--- config.mk ---
export PLATFORM = sky130hd
export DESIGN_NAME = rle_encoder_stream_flat
export DESIGN_NICKNAME = d
export VERILOG_FILES = /design/src/rtl/rle_encoder_stream_if.sv /design/src/rtl/rle_encoder_stream.sv /design/src/flat_wrapper.sv
export SDC_FILE = /design/constraint.sdc
export NUM_CORES = 1
export LEC_CHECK = 0
export CAP_MARGIN = 20
export CORE_ASPECT_RATIO = 0.75
export CORE_MARGIN = 2
export CORE_UTILIZATION = 58
export DETAILED_ROUTE_END_ITERATION = 8
export PLACE_DENSITY = 0.87
export RECOVER_POWER = 100
export SYNTH_ARGS = -nofsm -noshare
export SYNTH_HDL_FRONTEND = slang
export SYNTH_SLANG_ARGS = --single-unit
--- constraint.sdc ---
create_clock -name clk -period 5.8 [get_ports clk]
set_input_delay 0.87 -clock clk [delete_from_list [all_inputs] [get_ports clk]]
set_output_delay 0.87 -clock clk [all_outputs]
set_load 0.02 [all_outputs]
--- src/rtl/rle_encoder_stream_if.sv ---
// Stream bundle for the run-length encoder.
// Carries the symbol input stream (s_*) and the (value, count) token output stream (m_*).
interface rle_encoder_stream_if #(
  parameter int DATA_W = 8,
  parameter int CNT_W  = 8
);
  logic              s_valid;
  logic              s_ready;
  logic [DATA_W-1:0] s_data;
  logic              s_last;
  logic              m_valid;
  logic              m_ready;
  logic [DATA_W-1:0] m_data;
  logic [CNT_W-1:0]  m_count;
  logic              m_last;

  // Upstream producer / downstream consumer side.
  modport master (
    output s_valid, s_data, s_last, m_ready,
    input  s_ready, m_valid, m_data, m_count, m_last
  );

  // Encoder side.
  modport slave (
    input  s_valid, s_data, s_last, m_ready,
    output s_ready, m_valid, m_data, m_count, m_last
  );
endinterface

--- src/rtl/rle_encoder_stream.sv ---
// Run-length encoder: turns a valid/ready symbol stream into (value, count, last) tokens
// through a single registered output slot, with count saturation and end-of-packet flush.
module rle_encoder_stream #(
  parameter int DATA_W = 8,
  parameter int CNT_W  = 8
) (
  input  logic                 clk,
  input  logic                 rst,
  rle_encoder_stream_if.slave  bus
);

  typedef enum logic [1:0] {
    EMPTY,
    RUN,
    FLUSH
  } state_e;

  localparam logic [CNT_W-1:0] MAX_CNT = '1;
  localparam logic [CNT_W-1:0] ONE     = CNT_W'(1);

  state_e            state_q, state_d;
  logic [DATA_W-1:0] runData_q, runData_d;
  logic [CNT_W-1:0]  runCnt_q, runCnt_d;
  logic              mValid_q, mValid_d;
  logic [DATA_W-1:0] mData_q, mData_d;
  logic [CNT_W-1:0]  mCount_q, mCount_d;
  logic              mLast_q, mLast_d;

  logic slotFree;
  logic sReady;
  logic accept;
  logic sameSym;

  assign slotFree = !mValid_q || bus.m_ready;
  assign sReady   = slotFree && (state_q != FLUSH) && !rst;
  assign accept   = bus.s_valid && sReady;
  assign sameSym  = (bus.s_data == runData_q) && (runCnt_q != MAX_CNT);

  assign bus.s_ready = sReady;
  assign bus.m_valid = mValid_q;
  assign bus.m_data  = mData_q;
  assign bus.m_count = mCount_q;
  assign bus.m_last  = mLast_q;

  // A token that is taken this cycle frees the slot unless a new one is loaded.
  always_comb begin
    state_d   = state_q;
    runData_d = runData_q;
    runCnt_d  = runCnt_q;
    mValid_d  = mValid_q && !bus.m_ready;
    mData_d   = mData_q;
    mCount_d  = mCount_q;
    mLast_d   = mLast_q;
    case (state_q)
      EMPTY: begin
        if (accept) begin
          if (bus.s_last) begin
            mValid_d = 1'b1;
            mData_d  = bus.s_data;
            mCount_d = ONE;
            mLast_d  = 1'b1;
          end else begin
            runData_d = bus.s_data;
            runCnt_d  = ONE;
            state_d   = RUN;
          end
        end
      end
      RUN: begin
        if (accept) begin
          if (sameSym) begin
            if (bus.s_last) begin
              mValid_d = 1'b1;
              mData_d  = runData_q;
              mCount_d = runCnt_q + ONE;
              mLast_d  = 1'b1;
              state_d  = EMPTY;
            end else begin
              runCnt_d = runCnt_q + ONE;
            end
          end else begin
            // Symbol change or saturated count closes the run; a last beat then needs FLUSH.
            mValid_d  = 1'b1;
            mData_d   = runData_q;
            mCount_d  = runCnt_q;
            mLast_d   = 1'b0;
            runData_d = bus.s_data;
            runCnt_d  = ONE;
            state_d   = bus.s_last ? FLUSH : RUN;
          end
        end
      end
      FLUSH: begin
        if (slotFree) begin
          mValid_d = 1'b1;
          mData_d  = runData_q;
          mCount_d = runCnt_q;
          mLast_d  = 1'b1;
          state_d  = EMPTY;
        end
      end
      default: state_d = EMPTY;
    endcase
  end

  always_ff @(posedge clk or posedge rst) begin
    if (rst) begin
      state_q   <= EMPTY;
      runData_q <= '0;
      runCnt_q  <= '0;
      mValid_q  <= 1'b0;
      mData_q   <= '0;
      mCount_q  <= '0;
      mLast_q   <= 1'b0;
    end else begin
      state_q   <= state_d;
      runData_q <= runData_d;
      runCnt_q  <= runCnt_d;
      mValid_q  <= mValid_d;
      mData_q   <= mData_d;
      mCount_q  <= mCount_d;
      mLast_q   <= mLast_d;
    end
  end

endmodule

--- src/flat_wrapper.sv ---
// flat-port wrapper written by rule: the top's interface ports become plain ports
module rle_encoder_stream_flat 
#(
  parameter int DATA_W = 8,
  parameter int CNT_W  = 8
)
  (clk, rst, bus_s_valid, bus_s_data, bus_s_last, bus_m_ready, bus_s_ready, bus_m_valid, bus_m_data, bus_m_count, bus_m_last);
  rle_encoder_stream_if #(.DATA_W(DATA_W), .CNT_W(CNT_W)) bus_i ();
  input  logic clk;
  input  logic rst;
  input wire logic [$bits(bus_i.s_valid)-1:0] bus_s_valid;
  input wire logic [$bits(bus_i.s_data)-1:0] bus_s_data;
  input wire logic [$bits(bus_i.s_last)-1:0] bus_s_last;
  input wire logic [$bits(bus_i.m_ready)-1:0] bus_m_ready;
  output wire logic [$bits(bus_i.s_ready)-1:0] bus_s_ready;
  output wire logic [$bits(bus_i.m_valid)-1:0] bus_m_valid;
  output wire logic [$bits(bus_i.m_data)-1:0] bus_m_data;
  output wire logic [$bits(bus_i.m_count)-1:0] bus_m_count;
  output wire logic [$bits(bus_i.m_last)-1:0] bus_m_last;
  assign bus_i.s_valid = bus_s_valid;
  assign bus_i.s_data = bus_s_data;
  assign bus_i.s_last = bus_s_last;
  assign bus_i.m_ready = bus_m_ready;
  assign bus_s_ready = bus_i.s_ready;
  assign bus_m_valid = bus_i.m_valid;
  assign bus_m_data = bus_i.m_data;
  assign bus_m_count = bus_i.m_count;
  assign bus_m_last = bus_i.m_last;
  rle_encoder_stream #(.DATA_W(DATA_W), .CNT_W(CNT_W)) u_core (.clk(clk), .rst(rst), .bus(bus_i));
endmodule
* Yosys cells after proc, flatten, opt, wreduce, memory -nomap -nowiden *
Cells that the tools add are included.

word-level totals
  register bits after elaboration = 36
  input port bits = 13
  output and inout port bits = 19
  word-level logic and storage cells = 83

cells by class
  add/subtract/negate cells = 1
  equality and inequality tests = 13
  mux-type cells = 45
  reduce and logical (&&, ||, !) cells = 17

operators by type and width
  kind                                                             number
  8-bit 2-to-1 mux                                                 21
  8-bit case mux with 3 select lines                               2
  8-bit case mux with 2 select lines                               2
  5-bit AND reduction                                              3
  2-bit 2-to-1 mux                                                 7
  1-bit 2-to-1 mux                                                 10
  8-bit by 1-bit adder with 8-bit output, second input constant    1
  8-bit == test                                                    1
  2-bit != test, second input constant                             4
  8-bit != test, second input constant                             1
  2-bit by 1-bit != test with 1-bit output, second input constant  3
  3-bit != test, second input constant                             2
  1-bit case mux with 3 select lines                               2
  2-bit case mux with 3 select lines                               1
  6-bit AND reduction                                              1
  1-bit logical AND                                                5
  4-bit AND reduction                                              1
  1-bit zero test                                                  3
  3-bit nonzero test                                               1
  2-bit by 1-bit == test with 1-bit output, second input constant  1
  2-bit == test, second input constant                             1
  2-bit zero test                                                  1
  2-bit nonzero test                                               1
  1-bit logical OR                                                 1

* Logic depth before layout (Yosys ltp) *
  depth after elaboration = 7
  depth in mapped cells = 9
  mapped depth without buffers = 8

* Worst setup path after synthesis *
Ideal clock, no wire load.

  kind = input to register
  start = in rst
  end = reg u_core.runData_q[0]
  library setup time = 0.125 ns
  data arrival time = 2.922 ns
  required time = 5.675 ns
  path slack = 2.754 ns
  stages on the path = 5
  path buffers = 0
  cells stage by stage = inv_1 -> and4_1 -> o21ai_0 -> nor3b_4 -> mux2_2

between the ends
  word-level cells in the longest chain between the ends = 5
  elaborated cells on any way between the ends = 6
  those cells by class = eq/ne: 2; reduce/logical: 4

ends and longest elaborated chain
  element                                                    line                       source
  start: declaration                                         flat_wrapper.sv:10         input logic rst;
  1-bit zero test (*)                                        rle_encoder_stream.sv:35   assign sReady = slotFree && (state_q != FLUSH) && !rst;
  1-bit logical AND (*)                                      rle_encoder_stream.sv:35
  1-bit logical AND (*)                                      rle_encoder_stream.sv:36   assign accept = bus.s_valid && sReady;
  2-bit by 1-bit != test with 1-bit output (no source line)  n/a
  5-bit AND reduction (no source line) (*)                   n/a
  end signal: assignment                                     rle_encoder_stream.sv:117  runData_q <= runData_d;
  end: declaration                                           rle_encoder_stream.sv:22   logic [DATA_W-1:0] runData_q, runData_d;

Mark *: on every way between the ends. The rest lies on a longest branch, timed or not.
A chain may end at the register's enable or synchronous reset.

* Worst setup path in the final report *
  start = in rst
  end = reg u_core.runData_q[5]

The elaborated chain is that of the path after synthesis.

==> out/metrics.yaml <==
post_synth_main_area_contributors: "sky130_fd_sc_hd__dfrtp_1, sky130_fd_sc_hd__mux2_2, sky130_fd_sc_hd__ha_1"
final_area_um2: 2570
timing_worst_setup_path_type: "input port to flop"
synth-edff-count: 0
final_cells: 290
postSynthAreaPerCell_um2: 10.4
worst_setup_path_start_kind: "input port"
drt_first_iter_violations: 102
synth_top_area_share_pct: 41.9
slew_headroom_pct: -32.9
rows: 19
synth_nets: 226
share_of_synthesized_flip_flops_with_an_asynchronous_set_or_reset_pct: 100
power_per_cell_area_nw_per_um2: 450
syn_to_final_growth_pct: 19.5
ir_worst_vdd_mv: 0.308
drive_gt1_share_pct: 17.2
initial_core_util_pct: 59.5
ys_ff_latch: 36
timing.final.hold_violations: 0
post_cts_hold_buffer_count: 0
yosysMostFrequentCell: "sky130_fd_sc_hd__dfrtp_1"
maxCapViolCount: 1
clock_sink_count: 36
synth.top_cells.by_count: "sky130_fd_sc_hd__dfrtp_1, sky130_fd_sc_hd__mux2_2, sky130_fd_sc_hd__nand2_1, sky130_fd_sc_hd__a21oi_1"
place_hpwl_um: 3500
synth_warnings: 0
io_pins: 32
cts.repair_timing.setup_buffer_count: 0
timing.critical_path.fanout_max: 38
crit_path_end_kind: "flop"
n_fill_cell: 268
detail_route.drc_violations: 0
die_width_um: 74.3
vias_in_the_first_global_route: 1745
synth_top_cell_by_area: "sky130_fd_sc_hd__dfrtp_1"
timing.hold.worst.class: "flop to flop"
achievable-frequency_mhz: 239
grt_max_degree: 39
grt-ovfl-total: 0
setup_total_negative_slack_ps: 0
power_total_mw: 1.16
finalCritPeriodShare_pct: 72.1
final_period_minus_worst_setup_slack_ps: 4180
wl_per_cell_um: 17.3
grt_pass1_wl_um: 8670
leakagePower_nw: 1.06
tightestPinTransition_ps: 1990
num_antenna_cells: 0
mappedNetlistArea_um2: 2150
firstDrtPassIters: 4
clk_root_buffer_cell: "sky130_fd_sc_hd__clkbuf_8"
max-clock-path-buffers: 2
final.setup_skew_ps: 4.90
post_synthesis_sequential_area_ratio_pct: 41.9
violations_in_the_final_reports: "max-capacitance violations, max-slew violations"
antenna_violating_nets_post_route: 0
arrival_ps: 4360
synthCells: 207
dr_total_vias: 1800
synth.distinct_cells: 47
clk_latency_ps: 290
grt_setup_unrepaired: "false"
port_buffers: 31
initial_antenna_violation_count: 0
vertical_extent_of_the_die_um: 56.7
ys.flop_type: "sky130_fd_sc_hd__dfrtp_1"
nNetsFinal: 256
clkTransAtPathRegs_ps: 70
final_weighted_congestion_in_routability_driven_placement: 0.937
vias_per_cell: 6.21
grt_util_all_layers_pct: 27.6
place_area_um2: 2480
required_time_at_the_endpoint_of_the_critical_path_ps: 5980
fp.coreArea_um2: 3610
die_area_um2: 4210
post_route_wl_um: 5020
run_status: "finished, violations left"
cts-buffers-inserted: 5
post_cts_resize_count: 0
dp.cells: 282
htree_num_levels: 2
finalSetupViolations: 0
timing.final.max_slew_violations: 39
tritoncts: "yes"
[through the flow]
stage / hold WS, ps / worst slack [ps] / util (%)
global placement: 484 / 2140 / 68.6
floorplan: 491 / 2750 / -
detailed placement: 473 / 2040 / 68.6
global route: 520 / 1140 / 71.0
finish: 491 / 1620 / 71.0
CTS: 505 / 2350 / 71.1
[path summary, 6_finish.rpt]
path                            slack, ps                  start  cells after the start                    end
worst max-delay path                 1620                    rst                      7    u_core.runData_q[5]
worst min-delay path                  490  u_core.bus.m_count[3]                      1  u_core.bus.m_count[3]
worst max register to register       2980    u_core.runData_q[2]                      6   u_core.bus.m_data[3]
worst min register to register        490  u_core.bus.m_count[3]                      1  u_core.bus.m_count[3]
max in group asynchronous            3010                    rst                      3     u_core.runCnt_q[1]
min in group asynchronous            1640                    rst                      3    u_core.runData_q[4]
[registers in the layout, indices dropped and copies added, names as in the netlist]
| signal | cells |
|---|---|
| u_core.runData_q | 8 |
| u_core.bus.m_data | 8 |
| u_core.state_q | 2 |
| u_core.bus.m_last | 1 |
| u_core.runCnt_q | 8 |
| u_core.bus.m_count | 8 |
| u_core.bus.m_valid | 1 |
[critical path, stage by stage]
cell,delay [ps]
sky130_fd_sc_hd__clkdlybuf4s50_1,430
sky130_fd_sc_hd__inv_1,60
sky130_fd_sc_hd__clkbuf_1,1420
sky130_fd_sc_hd__and4_1,470
sky130_fd_sc_hd__o21ai_0,210
sky130_fd_sc_hd__nor3b_4,490
sky130_fd_sc_hd__mux2_2,400
[power by group]
group	total [mW]	internal (mW)	switching [mW]	leakage [nW]
sequential	0.382	0.327	0.0549	0.457
clock	0.186	0.0969	0.0889	0.0455
combinational	0.588	0.275	0.313	0.556
total	1.16	0.699	0.457	1.06
[logic make-up after synthesis]
family                     share of synthesized area, %
adders and majority gates                          3.49
xor gates and xnor gates                           3.26
AOI/OAI and AO/OA                                  17.3
buffers and inverters                              3.79
and+or+nand+nor                                    16.1
muxes                                              14.1
DFF                                                41.9
[placed cells by master, fill, tap and decap left out, types with 2 or more instances in the layout]
cell	netlist	routed
sky130_fd_sc_hd__a31oi_1	8	8
sky130_fd_sc_hd__or2_2	2	2
sky130_fd_sc_hd__nand2_1	19	19
sky130_fd_sc_hd__a21oi_1	14	14
sky130_fd_sc_hd__and4_1	2	2
sky130_fd_sc_hd__o2bb2ai_1	8	8
sky130_fd_sc_hd__o21bai_1	2	2
sky130_fd_sc_hd__clkdlybuf4s50_1	0	12
sky130_fd_sc_hd__clkbuf_1	5	3
sky130_fd_sc_hd__nand4_1	2	2
sky130_fd_sc_hd__xor2_1	8	8
sky130_fd_sc_hd__ha_1	6	6
sky130_fd_sc_hd__mux2_2	26	26
sky130_fd_sc_hd__nor3_1	8	8
sky130_fd_sc_hd__inv_1	8	8
sky130_fd_sc_hd__nor2_1	7	7
sky130_fd_sc_hd__clkbuf_8	0	6
sky130_fd_sc_hd__nand2b_1	4	4
sky130_fd_sc_hd__and3_1	2	2
sky130_fd_sc_hd__nor4_1	3	3
sky130_fd_sc_hd__dlygate4sd3_1	0	19
sky130_fd_sc_hd__dfrtp_1	36	36
sky130_fd_sc_hd__o21ai_0	4	4
sky130_fd_sc_hd__nand3_1	3	3
sky130_fd_sc_hd__o311a_1	3	3
[per-layer routing]
layer | track usage [%] | share of wire [%] | vias to the layer above
met1 | 41.3 | 48 | 897
met3 | 9.69 | 7.4 | 9
met4 | 5.61 | 1.6 | 0
met5 | 0 | 0 | -
met2 | 38.9 | 43 | 68
li1 | - | - | 826
[layout make-up]
cell class	count	area, µm²	area share, %
flip-flops and latches	36	901	35.1
repair buffers	32	314	12.2
clock buffers	8	90.1	3.51
multi-input cells	154	1170	45.4
well taps	52	65.1	2.54
inverters	8	30.0	1.17
Note: power is estimated with default switching activity, not from simulation.
